## src/rtl/or_accel_master_if.sv

```systemverilog
// Bundle of the command, response and accelerator bus signals of or_accel_master.
// The master modport is the block's own view; slave is the surrounding environment.
interface or_accel_master_if;
    logic        cmd_valid_i;
    logic        cmd_ready_o;
    logic [31:0] cmd_a_i;
    logic [31:0] cmd_b_i;
    logic        res_valid_o;
    logic        res_ready_i;
    logic [31:0] res_data_o;
    logic        res_err_o;
    logic        acc_req_o;
    logic        acc_we_o;
    logic [3:0]  acc_be_o;
    logic [31:0] acc_addr_o;
    logic [31:0] acc_wdata_o;
    logic        acc_rvalid_i;
    logic [31:0] acc_rdata_i;

    modport master (
        input  cmd_valid_i, cmd_a_i, cmd_b_i, res_ready_i, acc_rvalid_i, acc_rdata_i,
        output cmd_ready_o, res_valid_o, res_data_o, res_err_o,
        output acc_req_o, acc_we_o, acc_be_o, acc_addr_o, acc_wdata_o
    );

    modport slave (
        output cmd_valid_i, cmd_a_i, cmd_b_i, res_ready_i, acc_rvalid_i, acc_rdata_i,
        input  cmd_ready_o, res_valid_o, res_data_o, res_err_o,
        input  acc_req_o, acc_we_o, acc_be_o, acc_addr_o, acc_wdata_o
    );
endinterface

```

## src/rtl/or_accel_master.sv

```systemverilog
// Bus initiator for the bitwise-OR accelerator: write A, write B, read A|B, return it.
// Optional per-wait timeout is built when OR_ACCEL_MASTER_TIMEOUT_EN is defined.
module or_accel_master #(
    parameter logic [31:0] BASE_ADDR   = 32'h0000_0000,
    parameter logic [31:0] OFF_A       = 32'd0,
    parameter logic [31:0] OFF_B       = 32'd8,
    parameter logic [31:0] OFF_C       = 32'd16,
    parameter int unsigned TIMEOUT_CYC = 16
) (
    input  logic               clk_i,
    input  logic               rst_i,
    or_accel_master_if.master  bus
);

    typedef enum logic [2:0] {
        S_IDLE   = 3'd0,
        S_WR_A   = 3'd1,
        S_WAIT_A = 3'd2,
        S_WR_B   = 3'd3,
        S_WAIT_B = 3'd4,
        S_RD_C   = 3'd5,
        S_WAIT_C = 3'd6,
        S_RESP   = 3'd7
    } state_e;

    state_e      state_q, state_d;
    logic [31:0] op_a_q, op_a_d;
    logic [31:0] op_b_q, op_b_d;
    logic [31:0] res_q, res_d;
    logic        in_wait;

    logic        cmd_ready;
    logic        res_valid;
    logic        acc_req;
    logic        acc_we;
    logic [31:0] acc_addr;
    logic [31:0] acc_wdata;

    assign in_wait = (state_q == S_WAIT_A) || (state_q == S_WAIT_B) || (state_q == S_WAIT_C);

`ifdef OR_ACCEL_MASTER_TIMEOUT_EN
    localparam int CNT_W = $clog2(TIMEOUT_CYC + 1);

    logic [CNT_W-1:0] cnt_q, cnt_d;
    logic             err_q, err_d;
    logic             timeout_hit;

    // The counter holds the number of wait cycles already spent, so the
    // TIMEOUT_CYC-th wait cycle is the one that sees TIMEOUT_CYC-1.
    assign timeout_hit = in_wait && !bus.acc_rvalid_i && (cnt_q == CNT_W'(TIMEOUT_CYC - 1));
`else
    logic unused_timeout_cyc;
    assign unused_timeout_cyc = ^TIMEOUT_CYC;
`endif

    // State register
    always_ff @(posedge clk_i or posedge rst_i) begin
        if (rst_i) begin
            state_q <= S_IDLE;
        end else begin
            state_q <= state_d;
        end
    end

    // Operand, result and timeout registers
    always_ff @(posedge clk_i or posedge rst_i) begin
        if (rst_i) begin
            op_a_q <= '0;
            op_b_q <= '0;
            res_q  <= '0;
`ifdef OR_ACCEL_MASTER_TIMEOUT_EN
            cnt_q  <= '0;
            err_q  <= 1'b0;
`endif
        end else begin
            op_a_q <= op_a_d;
            op_b_q <= op_b_d;
            res_q  <= res_d;
`ifdef OR_ACCEL_MASTER_TIMEOUT_EN
            cnt_q  <= cnt_d;
            err_q  <= err_d;
`endif
        end
    end

    // Next-state and datapath update
    always_comb begin
        state_d = state_q;
        op_a_d  = op_a_q;
        op_b_d  = op_b_q;
        res_d   = res_q;

        case (state_q)
            S_IDLE: begin
                if (bus.cmd_valid_i) begin
                    op_a_d  = bus.cmd_a_i;
                    op_b_d  = bus.cmd_b_i;
                    state_d = S_WR_A;
                end
            end
            S_WR_A:   state_d = S_WAIT_A;
            S_WAIT_A: if (bus.acc_rvalid_i) state_d = S_WR_B;
            S_WR_B:   state_d = S_WAIT_B;
            S_WAIT_B: if (bus.acc_rvalid_i) state_d = S_RD_C;
            S_RD_C:   state_d = S_WAIT_C;
            S_WAIT_C: begin
                if (bus.acc_rvalid_i) begin
                    res_d   = bus.acc_rdata_i;
                    state_d = S_RESP;
                end
            end
            S_RESP:   if (bus.res_ready_i) state_d = S_IDLE;
            default:  state_d = S_IDLE;
        endcase

`ifdef OR_ACCEL_MASTER_TIMEOUT_EN
        cnt_d = cnt_q;
        err_d = err_q;
        if (in_wait) begin
            cnt_d = cnt_q + 1'b1;
        end else begin
            cnt_d = '0;
        end
        // An expired wait abandons the remaining bus transactions.
        if (timeout_hit) begin
            state_d = S_RESP;
            res_d   = '0;
            err_d   = 1'b1;
        end
        if ((state_q == S_RESP) && bus.res_ready_i) begin
            err_d = 1'b0;
        end
`endif
    end

    // Outputs decode from registered state only
    always_comb begin
        cmd_ready = 1'b0;
        res_valid = 1'b0;
        acc_req   = 1'b0;
        acc_we    = 1'b0;
        acc_addr  = '0;
        acc_wdata = '0;

        case (state_q)
            S_IDLE: cmd_ready = 1'b1;
            S_WR_A: begin
                acc_req   = 1'b1;
                acc_we    = 1'b1;
                acc_addr  = BASE_ADDR + OFF_A;
                acc_wdata = op_a_q;
            end
            S_WR_B: begin
                acc_req   = 1'b1;
                acc_we    = 1'b1;
                acc_addr  = BASE_ADDR + OFF_B;
                acc_wdata = op_b_q;
            end
            S_RD_C: begin
                acc_req   = 1'b1;
                acc_addr  = BASE_ADDR + OFF_C;
            end
            S_RESP: res_valid = 1'b1;
            default: begin
                cmd_ready = 1'b0;
            end
        endcase
    end

    assign bus.cmd_ready_o = cmd_ready;
    assign bus.res_valid_o = res_valid;
    assign bus.res_data_o  = res_q;
    assign bus.acc_req_o   = acc_req;
    assign bus.acc_we_o    = acc_we;
    assign bus.acc_be_o    = 4'hF;
    assign bus.acc_addr_o  = acc_addr;
    assign bus.acc_wdata_o = acc_wdata;
`ifdef OR_ACCEL_MASTER_TIMEOUT_EN
    assign bus.res_err_o   = err_q;
`else
    assign bus.res_err_o   = 1'b0;
`endif

endmodule

```

## src/flat_wrapper.sv

```systemverilog
// flat-port wrapper written by rule: the top's interface ports become plain ports
module or_accel_master_flat 
#(
    parameter logic [31:0] BASE_ADDR   = 32'h0000_0000,
    parameter logic [31:0] OFF_A       = 32'd0,
    parameter logic [31:0] OFF_B       = 32'd8,
    parameter logic [31:0] OFF_C       = 32'd16,
    parameter int unsigned TIMEOUT_CYC = 16
)
  (clk_i, rst_i, bus_cmd_valid_i, bus_cmd_a_i, bus_cmd_b_i, bus_res_ready_i, bus_acc_rvalid_i, bus_acc_rdata_i, bus_cmd_ready_o, bus_res_valid_o, bus_res_data_o, bus_res_err_o, bus_acc_req_o, bus_acc_we_o, bus_acc_be_o, bus_acc_addr_o, bus_acc_wdata_o);
  or_accel_master_if bus_i ();
  input  logic clk_i;
  input  logic rst_i;
  input wire logic [$bits(bus_i.cmd_valid_i)-1:0] bus_cmd_valid_i;
  input wire logic [$bits(bus_i.cmd_a_i)-1:0] bus_cmd_a_i;
  input wire logic [$bits(bus_i.cmd_b_i)-1:0] bus_cmd_b_i;
  input wire logic [$bits(bus_i.res_ready_i)-1:0] bus_res_ready_i;
  input wire logic [$bits(bus_i.acc_rvalid_i)-1:0] bus_acc_rvalid_i;
  input wire logic [$bits(bus_i.acc_rdata_i)-1:0] bus_acc_rdata_i;
  output wire logic [$bits(bus_i.cmd_ready_o)-1:0] bus_cmd_ready_o;
  output wire logic [$bits(bus_i.res_valid_o)-1:0] bus_res_valid_o;
  output wire logic [$bits(bus_i.res_data_o)-1:0] bus_res_data_o;
  output wire logic [$bits(bus_i.res_err_o)-1:0] bus_res_err_o;
  output wire logic [$bits(bus_i.acc_req_o)-1:0] bus_acc_req_o;
  output wire logic [$bits(bus_i.acc_we_o)-1:0] bus_acc_we_o;
  output wire logic [$bits(bus_i.acc_be_o)-1:0] bus_acc_be_o;
  output wire logic [$bits(bus_i.acc_addr_o)-1:0] bus_acc_addr_o;
  output wire logic [$bits(bus_i.acc_wdata_o)-1:0] bus_acc_wdata_o;
  assign bus_i.cmd_valid_i = bus_cmd_valid_i;
  assign bus_i.cmd_a_i = bus_cmd_a_i;
  assign bus_i.cmd_b_i = bus_cmd_b_i;
  assign bus_i.res_ready_i = bus_res_ready_i;
  assign bus_i.acc_rvalid_i = bus_acc_rvalid_i;
  assign bus_i.acc_rdata_i = bus_acc_rdata_i;
  assign bus_cmd_ready_o = bus_i.cmd_ready_o;
  assign bus_res_valid_o = bus_i.res_valid_o;
  assign bus_res_data_o = bus_i.res_data_o;
  assign bus_res_err_o = bus_i.res_err_o;
  assign bus_acc_req_o = bus_i.acc_req_o;
  assign bus_acc_we_o = bus_i.acc_we_o;
  assign bus_acc_be_o = bus_i.acc_be_o;
  assign bus_acc_addr_o = bus_i.acc_addr_o;
  assign bus_acc_wdata_o = bus_i.acc_wdata_o;
  or_accel_master #(.BASE_ADDR(BASE_ADDR), .OFF_A(OFF_A), .OFF_B(OFF_B), .OFF_C(OFF_C), .TIMEOUT_CYC(TIMEOUT_CYC)) u_core (.clk_i(clk_i), .rst_i(rst_i), .bus(bus_i));
endmodule
```

## config.mk

```make
export PLATFORM = sky130hd
export DESIGN_NAME = or_accel_master_flat
export DESIGN_NICKNAME = d
export VERILOG_FILES = /design/src/rtl/or_accel_master_if.sv /design/src/rtl/or_accel_master.sv /design/src/flat_wrapper.sv
export SDC_FILE = /design/constraint.sdc
export NUM_CORES = 1
export LEC_CHECK = 0
export CORE_ASPECT_RATIO = 1.2
export CORE_MARGIN = 2
export CORE_UTILIZATION = 30
export CTS_BUF_LIST = sky130_fd_sc_hd__clkbuf_8
export CTS_CLUSTER_SIZE = 40
export DETAILED_ROUTE_END_ITERATION = 8
export GPL_TIMING_DRIVEN = 0
export PLACE_DENSITY_LB_ADDON = 0.25
export SLEW_MARGIN = 20
export SYNTH_ARGS = -nofsm -noshare
export SYNTH_HDL_FRONTEND = slang
export SYNTH_SLANG_ARGS = --single-unit
```

## constraint.sdc

```tcl
create_clock -name clk_i -period 7 [get_ports clk_i]
set_clock_uncertainty 0.2 [all_clocks]
set_input_delay 0.7 -clock clk_i [delete_from_list [all_inputs] [get_ports clk_i]]
set_output_delay 0.7 -clock clk_i [all_outputs]
set_load 0.02 [all_outputs]
```

==> Word level (Yosys, flattened, before mapping) <==
Index checks and enable logic that the tools add are counted.
W data, S select, Z words.
{ "totals": {"regBits": 99, "output_inout_bits": 105, "wordCells": 34} }
{ "op_classes": {"eq_ne": 12, "n_mux": 12, "n_reduce_logical": 6} }
{ "ops": {"columns": ["operator", "n"], "rows": [
  ["$pmux W32 S2", 1],
  ["$pmux W3 S8", 1],
  ["$mux W3", 5],
  ["$eq A3 B3 Y1 const B", 4],
  ["$ne A2 B2 Y1 const B", 5],
  ["$pmux W5 S2", 1],
  ["$eq A3 B2 Y1 const B", 2],
  ["$reduce_and A5 Y1", 1],
  ["$mux W1", 4],
  ["$reduce_and A2 Y1", 2],
  ["$eq A3 B1 Y1 const B", 1],
  ["$logic_not A3 Y1", 1],
  ["$reduce_or A3 Y1", 1],
  ["$reduce_or A2 Y1", 1]
]} }

==> Logic depth before layout (Yosys ltp) <==
Gate-level depths: netlist of run 1.
{ "logic_depth": {"word_depth": 3, "mapped_depth": 5} }

==> Least setup slack after synthesis of run 1 <==
Ideal clock, no wire load.
{ "synth_timing": {"path_kind": "register to output", "from": "register u_core.state_q[1]", "to": "output port bus_cmd_ready_o", "arrival_ns": 1.209, "required_time_ns": 6.100, "path_slack_ns": 4.891, "path_stages_with_launch": 4, "n_path_buf": 2, "cell_sequence": "dfrtp_1 -> buf_2 -> clkbuf_1 -> nor3_1"} }
{ "synth_via": {"elab_chain_len": 2} }
{ "synth_rtl": {"columns": ["element", "line_no", "rtl"], "rows": [
  ["start: declaration", "or_accel_master.sv:26", "state_e state_q, state_d;"],
  ["start signal: assignment", "or_accel_master.sv:61", "state_q <= state_d;"],
  ["$logic_not A3 Y1", "or_accel_master.sv:145", "case (state_q)"],
  ["$mux W1", "or_accel_master.sv:145", null],
  ["end: declaration", "flat_wrapper.sv:20", "output wire logic [$bits(bus_i.cmd_ready_o)-1:0] bus_cmd_ready_o;"]
]} }
Every way passes these cells.

==> Final worst setup path of run 1 <==
{ "layout_timing": {"from": "register u_core.state_q[2]", "to": "output port bus_acc_wdata_o[26]"} }
{ "layout_via": {"elab_chain_len": 2, "elab_cells_between_ends": 3, "cone_classes": "eq/ne (2); mux (1)"} }
{ "layout_rtl": {"columns": ["element", "line_no", "rtl"], "rows": [
  ["$eq A3 B2 Y1 or $eq A3 B1 Y1 (tied branches)", "or_accel_master.sv:145", null],
  ["$pmux W32 S2 (*)", "or_accel_master.sv:145", null],
  ["end: declaration", "flat_wrapper.sv:28", "output wire logic [$bits(bus_i.acc_wdata_o)-1:0] bus_acc_wdata_o;"]
]} }
Every way passes the cells marked *; elsewhere a longest branch is shown, timed or not.

==> results of run 1 <==
-- cells by family after synthesis --
group,Yosys count
buffers and inverters,58
AOI/OAI and AO/OA,3
muxes,128
DFF,99
other,2
and+or+nand+nor,48
-- flip-flops by register name (all words and copies together), names as in the netlist --
name,flops
u_core.state_q,3
u_core.op_b_q,32
u_core.op_a_q,32
u_core.bus.res_data_o,32
-- synth_stat cells, drive strengths merged, types with 2 or more instances --
| master | n |
|---|---|
| conb | 2 |
| inv | 2 |
| nand4b | 3 |
| nor2 | 34 |
| clkbuf | 7 |
| mux2 | 96 |
| buf | 49 |
| dfrtp | 99 |
| nand3b | 2 |
| nand2b | 2 |
| mux2i | 32 |
-- power by group --
group	switching (mW)	leakage [nW]	internal [mW]
Combinational	0.557	1.78	0.638
Clock	0.209	0.0994	0.146
Sequential	0.138	1.20	0.852
-- worst max-delay path: stages (launching register included) --
cell	delay (ns)
dfrtp_1	0.42
nand2b_1	0.12
clkbuf_1	0.28
clkbuf_1	0.58
nor2_1	0.13
clkdlybuf4s50_1	0.59
-- final cells by class --
cell class	count	area, um2
fill	1413	8055
sequential	99	2477
multi-input combinational	214	1783
timing repair buffer	171	1729
buffer	56	392.9
tap	204	255.2
clock buffer	10	137.6
clock inverter	6	55.05
inverter	2	12.51
-- metrics by stage --
| step | std cells | hold slack (ns) |
|---|---|---|
| final | 762 | 0.2919 |
| after global routing | 762 | 0.3051 |
| after floorplan | 371 | 0.2574 |
| after detailed placement | 746 | 0.2742 |
| after CTS | 762 | 0.2969 |
| after global placement | 745 | 0.2664 |
-- metal layers --
layer | vias to the layer above | share of wire | wire length [um] | global-route usage
met5 | - | 0 | 0 | 0
met4 | 0 | 0.0075 | 85 | 0.03571
met3 | 6 | 0.11 | 1191 | 0.06206
met2 | 147 | 0.50 | 5637 | 0.2448
met1 | 1530 | 0.39 | 4405 | 0.1615
li1 | 1509 | - | - | -
-- how the worst min path moves through the flow --
stage,endpoint,slack (ns),startpoint
2_1_floorplan,u_core.op_a_q[0],0.26,u_core.op_a_q[0]
3_3_place_gp,u_core.op_b_q[26],0.27,u_core.op_b_q[26]
3_5_place_dp,u_core.op_a_q[1],0.27,u_core.op_a_q[1]
4_1_cts,u_core.op_a_q[1],0.30,u_core.op_a_q[1]
5_1_grt,u_core.op_a_q[19],0.31,u_core.op_a_q[19]
6_report,u_core.op_a_q[14],0.29,u_core.op_a_q[14]
==> results.sh, run 1 <==
export IMPL_reg2reg_depth=5
export IMPL_min_period_over_period=0.4816
export IMPL_post_cts_buffers=0
export IMPL_dieArea_mm2=0.01613
export IMPL_pre_cts_slack_ns=3.969
export IMPL_drtIter0Drc=59
export IMPL_vias=3192
export IMPL_port_buffer_count=170
export IMPL_final_nets=654
export IMPL_rsz0062_at_grt="false"
export IMPL_whs_path_depth=1
export IMPL_worstSetupPathType="reg2out"
export IMPL_synthArstFlopShare=1.000
export IMPL_synthAdderAreaFrac=0
export IMPL_worst_slew_pin_slew_ns=0.6881
export IMPL_core_area_mm2=0.01490
export IMPL_num_antenna_cells=0
export IMPL_yosysTopAreaCell="dfrtp_1"
export IMPL_final_util=0.4593
export IMPL_clk_pin_slew_ns=0.10
export IMPL_fmax_mhz=296.6
export IMPL_clkSinkCount=99
export IMPL_synthXorXnorAreaFrac=0
export IMPL_power_density_mw_per_mm2=371.3
export IMPL_grt_max_degree=60
export IMPL_setup_tns_ns=0
export IMPL_dp_hpwl_um=8611
export IMPL_start_kind="flop"
export IMPL_wl_um=11320
export IMPL_yosys_warnings=0
export IMPL_synthSimpleGateAreaFrac=0.05074
export IMPL_drcViolationCount=0
export IMPL_hold_class="reg2reg"
export IMPL_synth_distinct_cells=24
export IMPL_min_period_ns=3.371
export IMPL_clk_path_buf_depth=2
export IMPL_dr_pass1_iters=3
export IMPL_pin_count=206
export IMPL_drive_gt1_frac=0.2061
export IMPL_final_max_slew_viol_count=0
export IMPL_start_util=0.3045
export IMPL_final_cell_area_mm2=0.006843
export IMPL_setup_worst_path_start="u_core.state_q[2]"
export IMPL_synth_area_top_cells="dfrtp_1 (55%), mux2_1 (12%), mux2_2 (12%)"
export IMPL_ys_seq_area_frac=0.5461
export IMPL_synthToLayoutAreaGrowth_pct=50.83
export IMPL_required_ns=6.10
export IMPL_power_total_mw=2.541
export IMPL_antenna_found_initial=0
export IMPL_grt_pass1_wl_um=17600
export IMPL_rr_endpoint="u_core.op_a_q[15]"
export IMPL_hold_violations=0
export IMPL_cts_buffers=9
export IMPL_avgSynthCellArea_um2=13.42
export IMPL_ir_worst_vdd_uv=181.8
export IMPL_track_usage=0.1427
export IMPL_setup_ws_ns=3.629
export IMPL_synth_compound_area_share=0.004413
export IMPL_end_kind="primary output"
export IMPL_maxCapViolations=0
export IMPL_synthMuxAreaShare=0.3089
export IMPL_grt_overflow_total=0
export IMPL_critPathMaxFanout=10
export IMPL_final_cell_mix="clkdlybuf4s50_1 (170), dfrtp_1 (99), mux2_1 (49)"
export IMPL_synth_area_mm2=0.004537
export IMPL_ys_ff_latch=99
export IMPL_gp_congestion=0.7071
export IMPL_synthCells=338
export IMPL_post_drt_wl_per_cell_um=14.86
export IMPL_die_y_um=138.7
export IMPL_synth_top_family_by_area="multiplexers"
export IMPL_r2r_slack_ns=4.93
export IMPL_setup_viol=0
export IMPL_clk_latency_ns=0.36
export IMPL_ant_nets=0
export IMPL_ctsHoldBuffers=0
export IMPL_cts_root_buffer_cell="clkbuf_8"
export IMPL_vias_per_cell=4.189
export IMPL_layout_commonest_cell="clkdlybuf4s50_1"
export IMPL_status="finished clean"
export IMPL_crit_reg2reg_launch="u_core.state_q[1]"
export IMPL_rows=49
export IMPL_relSlewSlack=0.5412
export IMPL_cp_data_arrival_time_ns=2.47
export IMPL_die_width_um=116.3
export IMPL_crit_path_end="bus_acc_wdata_o[26]"
export IMPL_synth_edf_count=0
export IMPL_synth_top_area_frac=0.5461
export IMPL_dpl_instance_area_mm2=0.006650
export IMPL_htreeDepth=3
export IMPL_post_cts_resized=0
export IMPL_cts_tree="yes"
export IMPL_grt_pass1_vias=3421
export IMPL_power_leakage_nw=3.075
export IMPL_synth_ff_type="dfrtp_1"
Power figures use the tool's default switching activity.
==> inputs of run 2 (changes only) <==
Clock period 7 ns to 2.7 ns, I/O delays scaled along.
==> run 2 against run 1 <==
Compared with the run above: die area is the same; largest power group unchanged; sequential share of layout area shrank 0.50 points; core utilization grew 0.65 points; first-iteration DRC count shrank 12%; critical path type unchanged.
==> results.sh, run 2 (synthesized netlist as in run 1, its figures left out) <==
export IMPL_ir_worst_vdd_uv=544.3
export IMPL_die_width_um=116.3
export IMPL_dp_hpwl_um=8573
export IMPL_dieArea_mm2=0.01613
export IMPL_ant_nets=0
export IMPL_start_util=0.3045
export IMPL_p_int_mw=4.205
export IMPL_clkPwrFrac=0.133
export IMPL_min_period_over_period=0.9527
export IMPL_post_drt_wl_per_cell_um=14.73
export IMPL_vias=3243
export IMPL_final_cell_area_mm2=0.006939
export IMPL_antenna_found_initial=0
export IMPL_power_leakage_nw=3.530
export IMPL_clkSinkCount=99
export IMPL_grt_overflow_total=0
export IMPL_worstSetupPathType="reg2out"
export IMPL_num_antenna_cells=0
export IMPL_core_area_mm2=0.01490
export IMPL_critPathMaxFanout=10
export IMPL_final_cell_mix="clkdlybuf4s50_1 (145), dfrtp_1 (99), mux2_1 (49)"
export IMPL_layout_commonest_cell="clkdlybuf4s50_1"
export IMPL_drive_gt1_frac=0.2139
export IMPL_grt_pass1_wl_um=17500
export IMPL_cts_root_buffer_cell="clkbuf_8"
export IMPL_cts_tree="yes"
export IMPL_dpl_instance_area_mm2=0.006681
export IMPL_dr_pass1_iters=4
export IMPL_pre_cts_slack_ns=0.09201
export IMPL_rows=49
export IMPL_pwr_share_seq=0.392
export IMPL_port_buffer_count=170
export IMPL_cts_buffers=9
export IMPL_htreeDepth=3
export IMPL_gp_congestion=0.7215
export IMPL_synthToLayoutAreaGrowth_pct=52.95
export IMPL_sw_frac_of_total=0.3553
export IMPL_post_cts_buffers=0
export IMPL_fmax_mhz=388.8
export IMPL_multi_input_area_mm2=0.001783
export IMPL_hold_class="reg2reg"
export IMPL_grt_max_degree=34
export IMPL_setup_viol=0
export IMPL_grt_pass1_vias=3360
export IMPL_drtIter0Drc=52
export IMPL_power_density_mw_per_mm2=939.9
export IMPL_cp_data_arrival_time_ns=2.10
export IMPL_clk_path_buf_depth=2
export IMPL_end_kind="primary output"
export IMPL_p_switching_mw=2.317
export IMPL_rsz0062_at_grt="false"
export IMPL_comb_power_share=0.475
export IMPL_start_kind="flop"
export IMPL_fillers=1423
export IMPL_setup_ws_ns=0.1278
export IMPL_min_period_ns=2.572
export IMPL_track_usage=0.1415
export IMPL_pin_count=206
export IMPL_clk_latency_ns=0.36
export IMPL_final_max_slew_viol_count=0
export IMPL_final_nets=657
export IMPL_clk_pin_slew_ns=0.09
export IMPL_hold_violations=0
export IMPL_required_ns=2.23
export IMPL_die_y_um=138.7
export IMPL_vias_per_cell=4.239
export IMPL_seq_area_mm2=0.002477
export IMPL_wl_um=11270
export IMPL_maxCapViolations=0
export IMPL_drcViolationCount=0
export IMPL_status="finished clean"
run 2: changes by cell type in the layout (fill, tap and decap cells not counted), moves of 2 or more:
cell / previous run / this run
clkdlybuf4s50_1: 170 / 145
dlymetal6s2s_1: 0 / 25
clkinvlp_4: 0 / 4
buf_12: 0 / 3
clkbuf_1: 7 / 4
clkbuf_4: 0 / 3
clkinv_4: 3 / 0
clkinv_2: 0 / 2
run 2: final cells by class:
class | instances | share of cell area
Buffer | 56 | 0.05824
Clock buffer | 9 | 0.01785
Clock inverter | 7 | 0.007212
Inverter | 2 | 0.001623
Multi-Input combinational cell | 214 | 0.2569
Sequential cell | 99 | 0.3570
Tap cell | 204 | 0.03678
Timing Repair Buffer | 174 | 0.2643
run 2: final timing paths:
kind | slack (ns) | to | startpoint | cells past startpoint
worst max-delay path | 0.13 | bus_acc_wdata_o[28] | u_core.state_q[2] | 5
worst min-delay path | 0.29 | u_core.op_a_q[21] | u_core.op_a_q[21] | 1
worst max register to register | 0.67 | u_core.op_a_q[16] | u_core.state_q[1] | 5
worst min register to register | 0.29 | u_core.op_a_q[21] | u_core.op_a_q[21] | 1
max in group asynchronous | 1.10 | u_core.op_b_q[12] | rst_i | 5
min in group asynchronous | 0.54 | u_core.bus.res_data_o[21] | rst_i | 3
run 2: stage by stage:
stage                     utilization  cells  setup TNS [ns]  hold WS [ns]  power (mW)
after floorplan                     -    371               0        0.2047       4.432
after global placement         0.4444    745         -0.1113        0.2666       5.643
after detailed placement       0.4485    748               0        0.2739       5.744
after CTS                      0.4616    765               0        0.2775       6.644
after global routing           0.4658    765               0        0.2861       6.979
final                          0.4658    765               0        0.2908       6.522
run 2: critical path: stages, from the launching register on:
cell and delay [ns]:
dfrtp_1 0.41, nand2b_1 0.16, clkbuf_1 0.18, clkbuf_4 0.26
nor2_1 0.13, clkdlybuf4s50_1 0.60
run 2: power by group through the flow:
| stage | logic [mW] | registers [mW] | clock network [mW] |
|---|---|---|---|
| final | 3.10 | 2.56 | 0.865 |
| after global placement | 3.09 | 2.55 | 0 |
| after detailed placement | 3.15 | 2.59 | 0 |
| after floorplan | 1.61 | 2.82 | 0 |
| after global routing | 3.35 | 2.66 | 0.972 |
| after CTS | 3.18 | 2.56 | 0.906 |
run 2: timing repair:
| item | in CTS | in global routing |
|---|---|---|
| hold buffers | 1 | 0 |
| endpoints found under the setup margin | 30 | 25 |
| endpoints found under the hold margin | 5 | 0 |
| resized for setup | 6 | 25 |
run 2: routing by layer:
metal	track usage	vias to the layer above	routed length [um]
met1	0.1626	1580	4308
met3	0.05288	11	1117
li1	-	1515	-
met4	0.04699	0	183
met2	0.2405	137	5659
met5	0	-	0
